## src/rtl/synth_pkg.sv

```systemverilog
// -----------------------------------------------------------------------------
// synth_pkg
//   Shared types for the voice allocator: note/voice/age scalar types, the
//   latched note event and the one-hot allocator FSM state.
//   The DEF_* constants are the default widths.
//   voice_allocator's parameters default to these constants.
//   The event struct is sized by DEF_NOTE_BITS, so NOTE_BITS must stay equal
//   to DEF_NOTE_BITS.
// -----------------------------------------------------------------------------
package synth_pkg;

    localparam int DEF_VOICES    = 8;
    localparam int DEF_NOTE_BITS = 7;
    localparam int DEF_AGE_BITS  = 8;
    localparam int DEF_VIDX      = $clog2(DEF_VOICES);

    typedef logic [DEF_NOTE_BITS-1:0] note_t;
    typedef logic [DEF_VIDX-1:0]      voice_idx_t;
    typedef logic [DEF_AGE_BITS-1:0]  age_t;

    // Note event as latched on the accept edge.
    typedef struct packed {
        logic  on;
        note_t note;
    } event_t;

    // Allocator FSM state, one-hot.
    typedef enum logic [2:0] {
        ST_IDLE   = 3'b001,
        ST_SEARCH = 3'b010,
        ST_RETRIG = 3'b100
    } state_t;

endpackage

```

## src/rtl/voice_allocator_pick.sv

```systemverilog
// -----------------------------------------------------------------------------
// voice_allocator_pick (voice_pick)
//   Combinational victim selection for a note-on.
//   Priority, highest first:
//     1) gated voice already holding ev_note (retrigger)
//     2) lowest index with gate=0, active=0 (free)
//     3) lowest index with gate=0, active=1 (releasing)
//     4) gated voice with maximum age, ties to lowest index
//        (present only when VOICE_ALLOC_STEAL_EN is defined)
//   Ports:
//     gate, active   per-voice gate and adsr-active vectors
//     notes          per-voice note numbers
//     ages           per-voice allocation ages (VOICE_ALLOC_STEAL_EN only)
//     ev_note        note being allocated
//     hit            a victim was found
//     victim         victim voice index
//     victim_gated   victim currently has gate=1 (needs the retrigger cycle)
//   Macro: VOICE_ALLOC_STEAL_EN enables priority 4.
// -----------------------------------------------------------------------------
module voice_allocator_pick #(
    parameter int VOICES    = 8,
    parameter int NOTE_BITS = 7,
`ifdef VOICE_ALLOC_STEAL_EN
    parameter int AGE_BITS  = 8,
`endif
    parameter int VIDX      = $clog2(VOICES)
) (
    input  logic [VOICES-1:0]                gate,
    input  logic [VOICES-1:0]                active,
    input  logic [VOICES-1:0][NOTE_BITS-1:0] notes,
`ifdef VOICE_ALLOC_STEAL_EN
    input  logic [VOICES-1:0][AGE_BITS-1:0]  ages,
`endif
    input  logic [NOTE_BITS-1:0]             ev_note,
    output logic                             hit,
    output logic [VIDX-1:0]                  victim,
    output logic                             victim_gated
);

    logic            rt_hit,   free_hit,   rel_hit;
    logic [VIDX-1:0] rt_idx,   free_idx,   rel_idx;
`ifdef VOICE_ALLOC_STEAL_EN
    logic                old_hit;
    logic [VIDX-1:0]     old_idx;
    logic [AGE_BITS-1:0] old_age;
`endif

    always_comb begin
        rt_hit   = 1'b0;  rt_idx   = '0;
        free_hit = 1'b0;  free_idx = '0;
        rel_hit  = 1'b0;  rel_idx  = '0;
        // Scanning downward lets the lowest matching index win.
        for (int i = VOICES - 1; i >= 0; i--) begin
            if (gate[i] && (notes[i] == ev_note)) begin
                rt_hit = 1'b1;
                rt_idx = VIDX'(i);
            end
            if (!gate[i] && !active[i]) begin
                free_hit = 1'b1;
                free_idx = VIDX'(i);
            end
            if (!gate[i] && active[i]) begin
                rel_hit = 1'b1;
                rel_idx = VIDX'(i);
            end
        end

`ifdef VOICE_ALLOC_STEAL_EN
        old_hit = 1'b0;
        old_idx = '0;
        old_age = '0;
        // Strict '>' while scanning upward keeps ties on the lowest index.
        for (int i = 0; i < VOICES; i++) begin
            if (gate[i] && (!old_hit || (ages[i] > old_age))) begin
                old_hit = 1'b1;
                old_idx = VIDX'(i);
                old_age = ages[i];
            end
        end
`endif

        hit          = 1'b1;
        victim       = '0;
        victim_gated = 1'b0;
        if (rt_hit) begin
            victim       = rt_idx;
            victim_gated = 1'b1;
        end else if (free_hit) begin
            victim = free_idx;
        end else if (rel_hit) begin
            victim = rel_idx;
`ifdef VOICE_ALLOC_STEAL_EN
        end else if (old_hit) begin
            victim       = old_idx;
            victim_gated = 1'b1;
`endif
        end else begin
            hit = 1'b0;
        end
    end

endmodule

```

## src/rtl/voice_allocator.sv

```systemverilog
// -----------------------------------------------------------------------------
// voice_allocator
//   Assigns note-on/note-off events to a bank of VOICES adsr voices and drives
//   each voice's gate and note.
//   Ports:
//     clk, reset     clock; asynchronous active-high reset
//     ev_valid/ev_ready/ev_on/ev_note
//                    event handshake; accepted on an edge with both high
//     voice_active   per-voice adsr active flags
//     voice_gate     per-voice adsr gate
//     voice_note     per-voice note; voice i at [i*NOTE_BITS +: NOTE_BITS]
//     alloc_valid    one-cycle pulse: a note-on landed on alloc_voice
//     alloc_voice    voice of the most recent allocation
//     ev_dropped     one-cycle pulse: a note-on found no voice
//     dbg_state      current FSM state (one-hot state_t encoding)
//   Handshake: an event transfers on a rising clk edge where ev_valid and
//   ev_ready are both 1. ev_ready is combinational (state == IDLE) and does not
//   depend on ev_valid. The event fields must be stable while ev_valid is high.
//   Macro: VOICE_ALLOC_STEAL_EN enables stealing the oldest gated voice.
//   Without it, unplaceable note-ons are dropped and no age state exists.
// -----------------------------------------------------------------------------
module voice_allocator
    import synth_pkg::*;
#(
    parameter int VOICES    = DEF_VOICES,
    parameter int NOTE_BITS = DEF_NOTE_BITS,
    parameter int AGE_BITS  = DEF_AGE_BITS,
    localparam int VIDX     = $clog2(VOICES)
) (
    input  logic                      clk,
    input  logic                      reset,
    input  logic                      ev_valid,
    output logic                      ev_ready,
    input  logic                      ev_on,
    input  logic [NOTE_BITS-1:0]      ev_note,
    input  logic [VOICES-1:0]         voice_active,
    output logic [VOICES-1:0]         voice_gate,
    output logic [VOICES*NOTE_BITS-1:0] voice_note,
    output logic                      alloc_valid,
    output logic [VIDX-1:0]           alloc_voice,
    output logic                      ev_dropped,
    output logic [2:0]                dbg_state
);

    state_t                          state;
    event_t                          ev_q;
    logic [VOICES-1:0]               gate_q;
    logic [VOICES-1:0][NOTE_BITS-1:0] note_q;
    logic [VIDX-1:0]                 rtg_voice;

    logic                            pick_hit;
    logic [VIDX-1:0]                 pick_victim;
    logic                            pick_gated;

`ifdef VOICE_ALLOC_STEAL_EN
    logic [VOICES-1:0][AGE_BITS-1:0] age_q;
`endif

    assign ev_ready   = (state == ST_IDLE);
    assign voice_gate = gate_q;
    assign voice_note = note_q;
    assign dbg_state  = state;

    voice_allocator_pick #(
        .VOICES    (VOICES),
        .NOTE_BITS (NOTE_BITS),
`ifdef VOICE_ALLOC_STEAL_EN
        .AGE_BITS  (AGE_BITS),
`endif
        .VIDX      (VIDX)
    ) u_pick (
        .gate         (gate_q),
        .active       (voice_active),
        .notes        (note_q),
`ifdef VOICE_ALLOC_STEAL_EN
        .ages         (age_q),
`endif
        .ev_note      (ev_q.note),
        .hit          (pick_hit),
        .victim       (pick_victim),
        .victim_gated (pick_gated)
    );

    always_ff @(posedge clk or posedge reset) begin
        if (reset) begin
            state       <= ST_IDLE;
            ev_q        <= '0;
            gate_q      <= '0;
            note_q      <= '0;
            rtg_voice   <= '0;
            alloc_valid <= 1'b0;
            alloc_voice <= '0;
            ev_dropped  <= 1'b0;
`ifdef VOICE_ALLOC_STEAL_EN
            age_q       <= '0;
`endif
        end else begin
            alloc_valid <= 1'b0;
            ev_dropped  <= 1'b0;
            case (state)
                ST_IDLE: begin
                    if (ev_valid) begin
                        ev_q  <= '{on: ev_on, note: ev_note};
                        state <= ST_SEARCH;
                    end
                end

                ST_SEARCH: begin
                    state <= ST_IDLE;
                    if (!ev_q.on) begin
                        // Note-off releases every gated voice playing the note.
                        for (int i = 0; i < VOICES; i++) begin
                            if (gate_q[i] && (note_q[i] == ev_q.note))
                                gate_q[i] <= 1'b0;
                        end
                    end else if (pick_hit) begin
                        note_q[pick_victim] <= ev_q.note;
`ifdef VOICE_ALLOC_STEAL_EN
                        for (int i = 0; i < VOICES; i++) begin
                            if (VIDX'(i) == pick_victim)
                                age_q[i] <= '0;
                            else if (gate_q[i] && (age_q[i] != '1))
                                age_q[i] <= age_q[i] + 1'b1;
                        end
`endif
                        if (pick_gated) begin
                            // Drop the gate for one cycle so the adsr restarts its attack.
                            gate_q[pick_victim] <= 1'b0;
                            rtg_voice           <= pick_victim;
                            state               <= ST_RETRIG;
                        end else begin
                            gate_q[pick_victim] <= 1'b1;
                            alloc_valid         <= 1'b1;
                            alloc_voice         <= pick_victim;
                        end
                    end else begin
`ifdef VOICE_ALLOC_STEAL_EN
                        ev_dropped <= 1'b0;
`else
                        ev_dropped <= 1'b1;
`endif
                    end
                end

                ST_RETRIG: begin
                    gate_q[rtg_voice] <= 1'b1;
                    alloc_valid       <= 1'b1;
                    alloc_voice       <= rtg_voice;
                    state             <= ST_IDLE;
                end

                default: state <= ST_IDLE;
            endcase
        end
    end

endmodule
```

## config.mk

```make
export PLATFORM = sky130hd
export DESIGN_NAME = voice_allocator
export DESIGN_NICKNAME = d
export VERILOG_FILES = /design/src/rtl/synth_pkg.sv /design/src/rtl/voice_allocator_pick.sv /design/src/rtl/voice_allocator.sv
export SDC_FILE = /design/constraint.sdc
export NUM_CORES = 1
export LEC_CHECK = 0
export CAP_MARGIN = 10
export CORE_MARGIN = 2
export CORE_UTILIZATION = 45
export DETAILED_ROUTE_END_ITERATION = 16
export PLACE_DENSITY = 0.81
export SKIP_LAST_GASP = 1
export SYNTH_ARGS = -nofsm -noshare
export SYNTH_HDL_FRONTEND = slang
export SYNTH_HIERARCHICAL = 1
export SYNTH_SLANG_ARGS = --single-unit
```

## constraint.sdc

```tcl
create_clock -name clk -period 7.6 [get_ports clk]
set_input_delay 2.28 -clock clk [delete_from_list [all_inputs] [get_ports clk]]
set_output_delay 2.28 -clock clk [all_outputs]
set_load 0.02 [all_outputs]
```

[Word-level counts from Yosys, hierarchy flattened]
Cells that the tools add are included.
Word-level totals
  output and inout port bits: 73
  input port bits: 19
  logic and storage cells: 200
  register bits: 83
Operators by class
  bitwise operators: 4
  magnitude comparators: 4
  eq/ne operators: 24
  muxes and demuxes: 90
  reductions and logical operators: 55
Operators by type and width (count)
  2-to-1 mux 3 bit: 34
  bitwise mux 56 bit: 1
  equality test 7 bit: 8
  2-to-1 mux 1 bit: 44
  inequality test 3 bit (second input constant): 9
  AND reduction 3 bit: 9
  logical AND 1 bit: 26
  2-to-1 mux 8 bit: 3
  demux 7 bit (select 3 bit): 1
  logical NOT 1 bit: 16
  bitwise OR 8 bit: 2
  one-hot mux 8 bit (2 select lines): 1
  one-hot mux 3 bit (2 select lines): 2
  bitwise AND 8 bit: 1
  < comparator 3 x 4 -> 1 bit (second input constant): 2
  inequality test 2 bit (second input constant): 4
  NOT 8 bit: 1
  AND reduction 4 bit: 2
  2-to-1 mux 7 bit: 1
  demux 1 bit (select 3 bit): 2
  greater-or-equal comparator 3 x 1 -> 1 bit (second input constant): 2
  equality test 3 x 1 -> 1 bit (second input constant): 1
  equality test 3 x 2 -> 1 bit (second input constant): 1
  equality test 3 bit (second input constant): 1
  3 further kinds: 3

[Depth between registers and ports, before layout]
  depth after elaboration: 23
  gate-level depth with buffers: 12
  gate-level depth less buffers: 10

[Modules after synthesis]
The synthesis kept the hierarchy.
Modules (own cells, without submodules)
  voice_allocator: cells each 328, times used 1, seq. area each 2078.2 um^2, area an instance 4033.9 um^2
  voice_allocator_pick: cells each 143, times used 1, seq. area each 0.0 um^2, area an instance 1091.0 um^2

[Least setup slack after synthesis]
OpenSTA, ideal clock, no wires.
  path kind: input to register
  from: in voice_active[4]
  to: reg note_q (netlist bit voice_note[49])
  stages: 9
  arrival: 4226 ps
  buffers on the path: 0
  required time: 7475 ps
  setup time: 125 ps
  setup slack: 3249 ps
  path through: o22ai_1 nor4_2 o21ai_0 o32ai_1 o2bb2ai_1 inv_1 nor3_1 nand3_1 mux2_2
Between the ends
  word-level cells in the longest chain between the ends: 14
  elaborated cells on any way between the ends: 36
  classes of those cells: order compare: 2; mux: 29; reduce/logical: 5
Ends and longest elaborated chain
  start: declaration: line voice_allocator.sv:36  | input logic [VOICES-1:0] voice_active,
  logical AND 1 bit / logical NOT 1 bit (equally long branches): line voice_allocator_pick.sv:62, voice_allocator_pick.sv:58
  2-to-1 mux 3 bit (tied with other cells) (5 in series): line voice_allocator_pick.sv:62  | if (!gate[i] && active[i]) begin
  2-to-1 mux 3 bit (tied with other cells): line voice_allocator_pick.sv:90  | end else if (rel_hit) begin
  2-to-1 mux 3 bit *: line voice_allocator_pick.sv:88  | end else if (free_hit) begin
  2-to-1 mux 3 bit *: line voice_allocator_pick.sv:85  | if (rt_hit) begin
  named net pick_victim[0]: line voice_allocator.sv:52  | logic [VIDX-1:0] pick_victim;
  < comparator 3 x 4 -> 1 bit (not written as such) / greater-or-equal comparator 3 x 1 -> 1 bit (equally long branches): line voice_allocator.sv:117  | note_q[pick_victim] <= ev_q.note;
  logical AND 1 bit (not written as such): line voice_allocator.sv:117
  2-to-1 mux 7 bit (not written as such): line voice_allocator.sv:117
  demux 7 bit (select 3 bit) *: line voice_allocator.sv:117
  bitwise mux 56 bit *: line voice_allocator.sv:117
  end signal: indexed assignment: line voice_allocator.sv:117
  end: declaration: line voice_allocator.sv:48  | logic [VOICES-1:0][NOTE_BITS-1:0] note_q;
Mark *: on every way through the listed nets, which the timed path passes. The rest lies on a longest branch.
A chain may end at the register's enable or synchronous reset.

[Worst setup path in the final report]
Ends and elaborated chain as after synthesis.

==> flow_metrics.env <==
export IMPL_ios=92
export IMPL_synth_cell_types=53
export IMPL_met3_usage=0.0437
export IMPL_firstDrtPassIters=4
export IMPL_required_ns=7.83
export IMPL_finalMaxSlewViolations=0
export IMPL_synth_edf_count=0
export IMPL_grt_ovfl_total=0
export IMPL_grt_max_degree=84
export IMPL_r2r_start="ev_q[2]$_DFFE_PP0P_"
export IMPL_netlist_instances=471
export IMPL_cts_buffers=9
export IMPL_multi_input_area_mm2=0.00286
export IMPL_fmax_mhz=192
export IMPL_num_nets_final=571
export IMPL_path_cells="clkdlybuf4s50_1 > o22ai_1 > nor4_2 > o21ai_0 > o32ai_1 > o2bb2ai_1 > inv_1 > nor3_1 > nand3_1 > mux2_2"
export IMPL_dieArea_mm2=0.0123
export IMPL_stdcell_area_mm2=0.00644
export IMPL_num_vias=3998
export IMPL_top_usage_layer="met2"
export IMPL_cts_sinks=83
export IMPL_drc_errors=0
export IMPL_antenna_found_initial=0
export IMPL_hold_violations=0
export IMPL_worstHoldStart="rtg_voice[0]$_DFFE_PP0P_"
export IMPL_cts_resized=0
export IMPL_status="finished, final reports clean"
export IMPL_synth_seq_area_share=0.406
export IMPL_final_setup_tns_ns=0
export IMPL_yosys_most_used_dff="dfrtp_1"
export IMPL_n_antenna_cell=0
export IMPL_p_leak_nw=2.57
export IMPL_cts_root_buffer="clkbuf_16"
export IMPL_cts_setup_buffers=0
export IMPL_drt_iter0_drc=295
export IMPL_hpwl_mm=9.36
export IMPL_yosysWarnings=6
export IMPL_ys_ff_latch=83
export IMPL_grt_use_met1=0.302
export IMPL_die_y_um=111
export IMPL_ir_worst_vdd_mv=0.228
export IMPL_worstPathArrival_ns=5.44
export IMPL_min_delay_worst_endpoint="rtg_voice[0]$_DFFE_PP0P_"
export IMPL_worstPathMaxFanout=7
export IMPL_r2r_worst_path_cells=11
export IMPL_r2r_setup_slack_ns=3.89
export IMPL_clk_insertion_delay_late_ns=0.34
export IMPL_path_class="in -> reg"
export IMPL_async_flop_share=1.00
export IMPL_start_util=0.467
export IMPL_gp_congestion=0.900
export IMPL_fin_crit_sh=0.686
export IMPL_cts_buffer_depth=2
export IMPL_use_met2=0.356
export IMPL_timing_final_crit_period_ns=5.21
export IMPL_ant_nets=0
export IMPL_synth_avg_cell_area_um2=10.9
export IMPL_grt_pass1_vias=4070
export IMPL_h_tree_depth=3
export IMPL_via_per_inst=5.74
export IMPL_drive_gt1_frac=0.192
export IMPL_grt_setup_unrepaired="false"
export IMPL_worstSetupStartpointType="primary input"
export IMPL_rows=38
export IMPL_wl_per_cell_um=19.2
export IMPL_grt_usage=0.223
export IMPL_area_delta_synth_final_pct=25.6
export IMPL_syn_cell_area_mm2=0.00512
export IMPL_relSlewSlack=0.310
export IMPL_cts_tree="done"
export IMPL_powerDensity_mw_per_mm2=404
export IMPL_buffer_ports_inserted=91
export IMPL_cts_hold_fix_buffers=0
export IMPL_fill_cells=895
export IMPL_core_area_mm2=0.0110
export IMPL_hold_class="reg -> reg"
export IMPL_die_x_um=111
export IMPL_setup_viol=0
export IMPL_grt_pass1_wl_mm=22.1
export IMPL_path_delay_family="simple AND/OR/NAND/NOR gates"
export IMPL_min_path_cells=1
export IMPL_tightest_slew_ns=1.03
export IMPL_seq_area_mm2=0.00208
export IMPL_syn_num_nets=490
export IMPL_end_kind="flip-flop"
export IMPL_placed_cell_area_mm2=0.00611
export IMPL_r2r_end="voice_note[46]$_DFFE_PP0P_"
export IMPL_clk_pin_slew_ns=0.07
export IMPL_skew_ns=0.00908
export IMPL_wl_mm=13.3
export IMPL_slowest_stage="nor3_1"
export IMPL_worstPathBufferInverterCount=2
export IMPL_slowest_delay_ns=0.54
export IMPL_cap_violations=0
[synthesized netlist by cell type (all sizes together) (2+ instances only)]
master,n,share of area
a211oi,6,0.0088
nor2b,6,0.0073
buf,10,0.018
and2,2,0.0024
o21ai,5,0.0049
or4,5,0.0073
nand4,25,0.031
a21oi,8,0.0078
mux2,71,0.16
dfrtp,82,0.40
o221ai,2,0.0034
or4b,3,0.0059
nand3,4,0.0039
inv,7,0.0051
nand2,10,0.0088
xnor2,85,0.15
clkbuf,19,0.014
or2,3,0.0037
o22ai,15,0.018
nand4bb,3,0.0066
nor3,5,0.0059
xor2,27,0.048
nor4,7,0.011
o32ai,4,0.0068
nor2,27,0.022
nand2b,12,0.015
[placed cells by master, fill, tap and decap left out, types with 6 or more instances in the layout]
master	Yosys	layout
clkdlybuf4s50_1	0	91
nor2b_1	6	6
xnor2_1	85	85
dfrtp_1	82	82
nor2_1	25	25
nand2b_1	12	12
buf_4	2	8
inv_1	7	6
nand4_1	25	25
nand2_1	9	9
a21oi_1	8	8
o22ai_1	15	15
clkbuf_16	0	9
mux2_2	71	71
xor2_1	26	26
a211oi_1	6	6
[state kept, by name, indices dropped and copies added, names as in the netlist]
name         cells
voice_note      56
ev_q             8
voice_gate       8
alloc_voice      3
dbg_state        3
rtg_voice        3
alloc_valid      1
ev_dropped       1
[final cells by class]
cell class                 instances  area share
clock inverter                     4      0.0113
timing repair buffer              99       0.151
sequential                        83       0.323
clock buffer                      12      0.0398
multi-input combinational        352       0.444
inverter                           7     0.00428
tap                              140      0.0272
[worst max path at each step]
stage	start	end	slack, ns	cells after the start
after detailed placement	voice_active[4]	voice_note[49]$_DFFE_PP0P_	2.08	10
final	voice_active[4]	voice_note[49]$_DFFE_PP0P_	2.39	10
after floorplan	reset	alloc_valid$_DFF_PP0_	3.18	1
after CTS	voice_active[4]	voice_note[49]$_DFFE_PP0P_	2.41	10
after global routing	voice_active[4]	voice_note[55]$_DFFE_PP0P_	2.16	10
after global placement	voice_active[4]	voice_note[52]$_DFFE_PP0P_	2.17	10
[worst register-to-register path, delay by kind of cell (launching register included)]
| family | cells | cell delay (ns) |
|---|---|---|
| XOR/XNOR | 1 | 0.19 |
| flip-flops | 1 | 0.53 |
| multiplexers | 1 | 0.41 |
| AND/OR/NAND/NOR | 7 | 2.00 |
| buffers and inverters | 2 | 0.47 |
[routing by layer]
metal / share of wire / vias to the layer above
met4: 0.023 / 0
met2: 0.47 / 157
met3: 0.060 / 29
met1: 0.45 / 1977
met5: 0 / -
li1: - / 1835
[power breakdown]
| group | switching [mW] | internal [mW] | total [mW] |
|---|---|---|---|
| logic | 0.635 | 0.650 | 1.29 |
| registers | 0.238 | 0.592 | 0.830 |
| clock network | 0.178 | 0.305 | 0.483 |
| total | 1.05 | 1.55 | 2.60 |
[cell families (layout without fill, tap and decap cells)]
group,after synthesis,in the layout,share of synthesized area
AOI/OAI and AO/OA,49,49,0.0645
and+or+nand+nor,120,120,0.144
muxes,71,71,0.156
xor gates and xnor gates,112,112,0.193
DFF,83,83,0.406
buffers and inverters,36,122,0.0371
[through the flow]
stage	setup WS, ns	cells	power, mW	hold WS (ns)	utilization
3_3_place_gp	2.17	681	2.06	0.485	0.556
6_report	2.39	697	2.60	0.504	0.586
4_1_cts	2.41	697	2.60	0.507	0.586
3_5_place_dp	2.08	681	2.11	0.493	0.556
5_1_grt	2.16	697	2.74	0.525	0.586
2_1_floorplan	3.18	471	1.64	0.471	-
No activity file was read; power rests on OpenSTA's default activity.
